--- config.mk ---
export PLATFORM = sky130hd
export DESIGN_NAME = ulx3s_pll_phase_ctrl
export DESIGN_NICKNAME = d
export VERILOG_FILES = /design/src/rtl/ulx3s_pll_phase_ctrl.sv
export SDC_FILE = /design/constraint.sdc
export NUM_CORES = 1
export LEC_CHECK = 0
export CAP_MARGIN = 10
export CORE_MARGIN = 2
export CORE_UTILIZATION = 56
export DETAILED_ROUTE_END_ITERATION = 16
export GPL_ROUTABILITY_DRIVEN = 0
export PLACE_DENSITY = 0.87
export SKIP_LAST_GASP = 1
export SYNTH_ARGS = -nofsm -noshare
export SYNTH_HDL_FRONTEND = slang
export SYNTH_SLANG_ARGS = --single-unit
--- constraint.sdc ---
create_clock -name clock -period 5 [get_ports clock]
set_input_delay 0.5 -clock clock [delete_from_list [all_inputs] [get_ports clock]]
set_output_delay 0.5 -clock clock [all_outputs]
set_load 0.05 [all_outputs]
--- src/rtl/ulx3s_pll_phase_ctrl.sv ---
// ECP5 EHXPLLL supervisor: lock filter, downstream reset hold and dynamic phase-step sequencer.
// Define PLL_PHASE_POS_EN to implement the per-channel net phase position counters.
module ulx3s_pll_phase_ctrl #(
   parameter int CHANNELS    = 4,
   parameter int STEP_PULSE  = 4,
   parameter int SETTLE      = 8,
   parameter int LOCK_FILTER = 1024
) (
   input  logic                  clock,
   input  logic                  reset,
   input  logic                  pll_locked,
   input  logic                  req_valid,
   output logic                  req_ready,
   input  logic [1:0]            req_channel,
   input  logic                  req_dir,
   input  logic [7:0]            req_steps,
   output logic                  req_err,
   output logic                  busy,
   output logic [1:0]            phasesel,
   output logic                  phasedir,
   output logic                  phasestep,
   output logic                  phaseloadreg,
   output logic                  lock_ok,
   output logic                  rst_hold,
   output logic [8*CHANNELS-1:0] phase_pos
);

   // state    | meaning
   // LOCKWAIT | filtering synchronised lock, downstream held in reset
   // IDLE     | locked, accepting requests
   // SETUP    | phasesel/phasedir set up ahead of the first step
   // PULSE    | phasestep low for STEP_PULSE cycles
   // SETTLE   | phasestep high for SETTLE cycles, step counted at the end
   typedef enum logic [2:0] {
      S_LOCKWAIT, S_IDLE, S_SETUP, S_PULSE, S_SETTLE
   } state_t;

   localparam int LCW  = ($clog2(LOCK_FILTER + 1) > 24) ? $clog2(LOCK_FILTER + 1) : 24;
   localparam int TMAX = (STEP_PULSE > SETTLE) ? STEP_PULSE : SETTLE;
   localparam int TW   = $clog2(TMAX + 1);

   state_t          state_q, state_d;
   logic            sync1_q, sync2_q;
   logic [LCW-1:0]  lock_cnt_q, lock_cnt_d;
   logic [TW-1:0]   tmr_q, tmr_d;
   logic [7:0]      remain_q, remain_d;
   logic [1:0]      phasesel_q, phasesel_d;
   logic            phasedir_q, phasedir_d;
   logic            phasestep_q, phasestep_d;
   logic            req_err_q, req_err_d;
   logic            req_ready_q, req_ready_d;
   logic            busy_q, busy_d;
   logic            lock_ok_q, lock_ok_d;
   logic            step_done, lock_lost;

   assign step_done = (state_q == S_SETTLE) && (tmr_q == '0);
   assign lock_lost = (state_q != S_LOCKWAIT) && !sync2_q;

   always_comb begin
      state_d     = state_q;
      lock_cnt_d  = lock_cnt_q;
      tmr_d       = tmr_q;
      remain_d    = remain_q;
      phasesel_d  = phasesel_q;
      phasedir_d  = phasedir_q;
      phasestep_d = phasestep_q;
      req_err_d   = 1'b0;
      case (state_q)
         S_LOCKWAIT: begin
            if (!sync2_q) begin
               lock_cnt_d = '0;
            end else if (lock_cnt_q == LCW'(LOCK_FILTER - 1)) begin
               lock_cnt_d = '0;
               state_d    = S_IDLE;
            end else begin
               lock_cnt_d = lock_cnt_q + 1'b1;
            end
         end
         S_IDLE: begin
            if (req_valid && req_ready_q) begin
               if (int'(req_channel) >= CHANNELS) begin
                  req_err_d = 1'b1;
               end else if (req_steps != 8'd0) begin
                  state_d    = S_SETUP;
                  phasesel_d = req_channel;
                  phasedir_d = req_dir;
                  remain_d   = req_steps;
               end
            end
         end
         S_SETUP: begin
            state_d     = S_PULSE;
            phasestep_d = 1'b0;
            tmr_d       = TW'(STEP_PULSE - 1);
         end
         S_PULSE: begin
            if (tmr_q == '0) begin
               state_d     = S_SETTLE;
               phasestep_d = 1'b1;
               tmr_d       = TW'(SETTLE - 1);
            end else begin
               tmr_d = tmr_q - 1'b1;
            end
         end
         S_SETTLE: begin
            if (step_done) begin
               remain_d = remain_q - 8'd1;
               if (remain_q == 8'd1) begin
                  state_d = S_IDLE;
               end else begin
                  state_d     = S_PULSE;
                  phasestep_d = 1'b0;
                  tmr_d       = TW'(STEP_PULSE - 1);
               end
            end else begin
               tmr_d = tmr_q - 1'b1;
            end
         end
         default: state_d = S_LOCKWAIT;
      endcase
      // Lock loss overrides everything: abandon the sequence, step in flight is not counted.
      if (lock_lost) begin
         state_d     = S_LOCKWAIT;
         lock_cnt_d  = '0;
         remain_d    = 8'd0;
         phasestep_d = 1'b1;
         req_err_d   = 1'b0;
      end
      req_ready_d = (state_d == S_IDLE);
      busy_d      = (state_d == S_SETUP) || (state_d == S_PULSE) || (state_d == S_SETTLE);
      lock_ok_d   = (state_d != S_LOCKWAIT);
   end

   always_ff @(posedge clock or posedge reset) begin
      if (reset) begin
         sync1_q     <= 1'b0;
         sync2_q     <= 1'b0;
         state_q     <= S_LOCKWAIT;
         lock_cnt_q  <= '0;
         tmr_q       <= '0;
         remain_q    <= 8'd0;
         phasesel_q  <= 2'd0;
         phasedir_q  <= 1'b0;
         phasestep_q <= 1'b1;
         req_err_q   <= 1'b0;
         req_ready_q <= 1'b0;
         busy_q      <= 1'b0;
         lock_ok_q   <= 1'b0;
      end else begin
         sync1_q     <= pll_locked;
         sync2_q     <= sync1_q;
         state_q     <= state_d;
         lock_cnt_q  <= lock_cnt_d;
         tmr_q       <= tmr_d;
         remain_q    <= remain_d;
         phasesel_q  <= phasesel_d;
         phasedir_q  <= phasedir_d;
         phasestep_q <= phasestep_d;
         req_err_q   <= req_err_d;
         req_ready_q <= req_ready_d;
         busy_q      <= busy_d;
         lock_ok_q   <= lock_ok_d;
      end
   end

`ifdef PLL_PHASE_POS_EN
   logic [8*CHANNELS-1:0] pos_q, pos_d;

   // phasesel_q holds the latched channel for the whole sequence.
   always_comb begin
      pos_d = pos_q;
      if (lock_lost) begin
         pos_d = '0;
      end else if (step_done) begin
         for (int n = 0; n < CHANNELS; n++) begin
            if (phasesel_q == 2'(n)) begin
               pos_d[8*n +: 8] = pos_q[8*n +: 8] + (phasedir_q ? 8'h01 : 8'hFF);
            end
         end
      end
   end

   always_ff @(posedge clock or posedge reset) begin
      if (reset) pos_q <= '0;
      else       pos_q <= pos_d;
   end

   assign phase_pos = pos_q;
`else
   assign phase_pos = '0;
`endif

   assign req_ready    = req_ready_q;
   assign req_err      = req_err_q;
   assign busy         = busy_q;
   assign phasesel     = phasesel_q;
   assign phasedir     = phasedir_q;
   assign phasestep    = phasestep_q;
   assign phaseloadreg = 1'b1;
   assign lock_ok      = lock_ok_q;
   assign rst_hold     = !lock_ok_q;

endmodule
# Yosys cells after proc, flatten, opt, wreduce, memory -nomap -nowiden
# Index checks and enable logic that the tools add are counted.
[totals] ff_bits=48 latch_bits=0 mem_bits_rw=0 romBits=0 output_inout_bits=42 word_cells=78 mem_count=0
[op_classes] n_addsub=3 mul=0 div=0 magnitude_cmp=0 n_eq_ne=16 n_shift=0 n_mux=27 n_bitwise=0 reduce_logical=20
[ops] operator="$mux 24" n=4
[ops] operator="$mux 8" n=4
[ops] operator="$add 24x1->24 const B" n=1
[ops] operator="$eq 24x10->1 const B" n=1
[ops] operator="$mux 3" n=7
[ops] operator="$ne 3x3->1 const B" n=6
[ops] operator="$pmux 8 s2" n=1
[ops] operator="$pmux 3 s5" n=1
[ops] operator="$eq 3x2->1 const B" n=4
[ops] operator="$mux 4" n=3
[ops] operator="$pmux 4 s3" n=1
[ops] operator="$reduce_bool 3->1" n=4
[ops] operator="$eq 8x1->1 const B" n=1
[ops] operator="$reduce_and 4->1" n=2
[ops] operator="$reduce_bool 8->1" n=1
[ops] operator="$sub 8x1->8 const B" n=1
[ops] operator="$eq 3x1->1 const B" n=2
[ops] operator="$eq 3x3->1 const B" n=2
[ops] operator="$logic_not 4->1" n=1
[ops] operator="$mux 1" n=4
[ops] operator="$reduce_bool 4->1" n=1
[ops] operator="$sub 4x1->4 const B" n=1
[ops] operator="$logic_and 1x1->1" n=3
[ops] operator="$logic_not 3->1" n=1
[ops] operator="7 further kinds" n=9

# Logic depth before layout (Yosys ltp)
[depth] ltp_word=8 ltp_mapped=8

# Worst setup path before layout
# No wires, ideal clock.
[synth_path] path_type="register -> register" start="register tmr_q[0]" end="register lock_ok_q, in the netlist lock_ok" setup_ns=0.070 arrival_time_ns=1.698 required_ns=4.930 slack_ns=3.231 stages_incl_launch_ff=8 n_path_buf=0 synth_period_minus_slack_ns=1.769 cell_sequence="dfrtp_1 -> inv_1 -> ha_1 -> or3b_1 -> a211oi_1 -> nor3_1 -> nor2_1 -> nand3b_1"
[synth_between] elab_chain_len=6 elab_cells_between_ends=7 classes_between="4 x mux; 3 x reduce/logical"
[synth_lines] element="start, declared" line_no="45" source="logic [TW-1:0] tmr_q, tmr_d;"
[synth_lines] element="start signal, assigned" line_no="154" source="tmr_q <= tmr_d;"
[synth_lines] element="$logic_not 4->1 (*)" line_no="56, 97"
[synth_lines] element="$logic_and 1x1->1" line_no="56" source="assign step_done = (state_q == S_SETTLE) && (tmr_q == '0);"
[synth_lines] element="$mux 3" line_no="106" source="if (step_done) begin"
[synth_lines] element="$pmux 3 s5 (*)" line_no="68" source="case (state_q)"
[synth_lines] element="$mux 3 (*)" line_no="122" source="if (lock_lost) begin"
[synth_lines] element="net state_d[1]" line_no="42" source="state_t state_q, state_d;"
[synth_lines] element="$reduce_bool 3->1 (*)" line_no="131" source="lock_ok_d = (state_d != S_LOCKWAIT);"
[synth_lines] element="net lock_ok_d" line_no="53" source="logic lock_ok_q, lock_ok_d;"
[synth_lines] element="end signal, assigned" line_no="162" source="lock_ok_q <= lock_ok_d;"
[synth_lines] element="end, declared" line_no="53"
# Mark *: on every way through the listed nets, which the timed path passes. The rest lies on a longest branch.
# A chain may end at the register's enable or synchronous reset.

# Final worst setup path
[layout_path] start="register state_q[2]" end="register lock_ok_q, in the netlist lock_ok"
[layout_between] elab_chain_len=6 elab_cells_between_ends=17 classes_between="4 x eq/ne; 8 x mux; 5 x reduce/logical"
[layout_lines] element="start, declared" line_no="42"
[layout_lines] element="start signal, assigned" line_no="152" source="state_q <= state_d;"
[layout_lines] element="$eq 3x3->1" line_no="56, 68"
[layout_lines] element="$logic_and 1x1->1" line_no="56"
[layout_lines] element="$mux 3" line_no="106"
[layout_lines] element="$pmux 3 s5" line_no="68"
[layout_lines] element="$mux 3 (*)" line_no="122"
[layout_lines] element="net state_d[1]" line_no="42"
[layout_lines] element="$reduce_bool 3->1 (*)" line_no="131"
[layout_lines] element="net lock_ok_d" line_no="53"
# Marked as above.

==> impl_metrics.tcl <==
set metrics [dict create \
    n_antenna_cell 0 \
    initial_utilization_pct 58.35 \
    fin_crit_ns 2.277 \
    nets 363 \
    internal_power_mw 0.5074 \
    synth-seq-cells 48 \
    clk_path_buf_depth 2 \
    setup_viol_count_final 0 \
    cts_hold_buf 0 \
    grt.overflow.total 0 \
    worstSkewPairLatency_ns 0.32 \
    cts-root-buf "clkbuf_8" \
    synth_area_leader_cell "dfrtp_1" \
    crit_slowest_cell "or3b_2" \
    final_cell_mix "47 x dfrtp_1, 34 x conb_1, 32 x nor2_1" \
    antenna_found_initial 0 \
    max-slew-margin-rel_pct 35.43 \
    drv_slew 0 \
    finClkSkew_ns 0.01186 \
    combPwrFrac_pct 11.8 \
    synth_edf_count 0 \
    critPathTopFamily "simple AND/OR/NAND/NOR gates" \
    num-fill-cells 429 \
    synth_area_leaders "dfrtp_1 39%, buf_4 8.6%, xor2_1 4.4%" \
    grt_pass1_wl_um 9432 \
    cts_sinks 48 \
    grt_pass1_vias 2089 \
    synth_area_per_cell_um2 9.086 \
    power_switching_share_pct 30.77 \
    period_share_pct 45.55 \
    final_common_cell "dfrtp_1" \
    avgRoutedWirePerCell_um 13.51 \
    drive_above_1_share_pct 8.696 \
    async_reset_ff_share_pct 100.0 \
    post_cts_buffers 0 \
    synthCells 328 \
    detail-route-antenna-nets 0 \
    syn-cell-area_mm2 0.002980 \
    clock.fmax_mhz 439.1 \
    first_iter_violations 105 \
    required_ns 5.25 \
    dr.pass1.iters 4 \
    cts_resized 0 \
    htreeDepth 2 \
    fin_setup_tns_ns 0 \
    rows 26 \
    hold_class "flop to flop" \
    die_area_mm2 0.005921 \
    worstSetupStartpointType "flop" \
    routed_wl_um 5606 \
    finalHoldViolCount 0 \
    die_w_um 76.95 \
    power_frac_clock_pct 34.2 \
    hpwl_um 3991 \
    crit_fanout 20 \
    synthFlopType "dfrtp_1" \
    end_kind "flop" \
    place_inst 407 \
    area_growth_pct 6.591 \
    ir_drop_v 0.0001820 \
    crit_buf_inv 0 \
    yosysSeqAreaShare_pct 40.34 \
    grt_use_total_pct 19.78 \
    slowest_delay_ns 0.68 \
    yosysUniqueCellTypes 60 \
    power_density_mw_per_mm2 230.7 \
    design.core.area_mm2 0.005107 \
    arrival_ns 2.53 \
    leakage_nw 1.413 \
    tightest_slew_ns 0.9671 \
    status "completed" \
    cts_tree "yes" \
    drcViolationCount 0 \
    p_seq_share_pct 54.0 \
    routed_via_density 5.475 \
    fin_total_pwr_mw 0.7330 \
    maxCapViolations 0 \
    grt_max_degree 49 \
    crit_type "flop to flop" \
    ys.warnings.count 0 \
    synth.top_cell.area_share_pct 39.46 \
    p_switching_mw 0.2256 \
    clk_pin_slew_ns 0.10 \
    final_cells 415 \
    holdWs_ns 0.3583 \
    cts_buffers 5 \
    rsz0062_at_grt "false" \
    cp_cell_sequence "or3b_2, a211oi_1, nor3_1, nor2_1, nand3b_1" \
    boundaryPins 57 \
    num_vias 2272 \
    die_h_um 76.95 \
    portBuffers 22 \
]
-- per-layer routing --
metal | part of all wire, % | GRT usage [%] | wire, um | vias to the layer above
met4 | 2.0 | 8.545 | 111 | 0
met3 | 5.5 | 3.882 | 307 | 7
met2 | 48 | 31.75 | 2691 | 71
met1 | 45 | 26.10 | 2497 | 1083
met5 | 0 | 0 | 0 | -
li1 | - | - | - | 1111
-- final timing paths --
check                                          start                          to  slack [ns]  cells after the start
worst max-delay path            state_q[2]$_DFF_PP0_           lock_ok$_DFF_PP0_        2.72                      5
worst min-delay path               sync1_q$_DFF_PP0_           sync2_q$_DFF_PP0_        0.36                      0
worst max register to register  state_q[2]$_DFF_PP0_           lock_ok$_DFF_PP0_        2.72                      5
worst min register to register     sync1_q$_DFF_PP0_           sync2_q$_DFF_PP0_        0.36                      0
max in group asynchronous                      reset     remain_q[3]$_DFFE_PP0P_        3.68                      2
min in group asynchronous                      reset  lock_cnt_q[21]$_DFFE_PP0P_        0.72                      2
-- worst reg2reg max path, stage by stage (launching register included) --
cell	delay (ns)
dfrtp_1	0.62
or3b_2	0.68
a211oi_1	0.49
nor3_1	0.13
nor2_1	0.17
nand3b_1	0.12
-- power groups by stage --
stage	clock [mW]	combinational (mW)	sequential, mW
finish	0.251	0.0864	0.396
floorplan	0	0.0946	0.402
global placement	0	0.0853	0.403
CTS	0.254	0.0864	0.396
global route	0.266	0.0915	0.396
detailed placement	0	0.0861	0.403
-- registers in the layout, indices dropped and copies added (netlist names) --
register    flops
lock_cnt_q     24
remain_q        8
tmr_q           4
state_q         3
phasesel        2
busy            1
lock_ok         1
phasedir        1
phasestep       1
req_ready       1
sync1_q         1
sync2_q         1
-- metrics by stage --
step                util (%)  setup WS [ns]  cell area, um^2
floorplan                  -          3.231             3100
global placement       60.36          2.578             3083
detailed placement     60.36          2.478             3083
CTS                    62.20          2.750             3177
global route           62.20          2.478             3177
finish                 62.20          2.723             3177
-- cells by family (layout without fill, tap and decap cells) --
logic type	after synthesis	in the layout	synth area share (%)
AND/OR/NAND/NOR	137	137	26.03
AO/OA/AOI/OAI	60	60	12.55
buffers and inverters	54	39	12.05
flip-flops	48	48	40.34
XOR/XNOR	18	18	5.290
multiplexers	5	5	1.805
adder cells (fa/ha/maj)	4	4	1.679
other	2	34	0.2520
-- synthesized netlist by cell type (2+ instances only) --
master    instances
dfrtp_1          47
buf_4            34
nor2_1           32
o21ai_0          26
nand2_1          25
a21oi_1          15
nand3_1          15
xor2_1           15
inv_1             9
nor3_1            9
nor4_1            9
nand4_1           6
and2_1            4
and3_1            4
buf_2             4
ha_1              4
nand2b_1          4
a21boi_0          3
a21o_1            3
and4_1            3
clkbuf_1          3
mux2_2            3
nor2_2            3
o211ai_1          3
xnor2_1           3
buf_1             2
conb_1            2
mux2i_1           2
nor3b_1           2
o31a_1            2
or3_1             2
or3b_1            2
-- final cells by class --
cell class | count | area [um^2] | share of cell area [%]
repair buffers | 22 | 220.2 | 6.932
flip-flops and latches | 48 | 1202 | 37.85
multi-input cells | 258 | 1539 | 48.44
clock buffers | 5 | 68.82 | 2.166
well taps | 70 | 87.58 | 2.757
inverters | 9 | 33.78 | 1.063
clock inverters | 3 | 25.02 | 0.7877
Note: power is estimated with default switching activity, not from simulation.
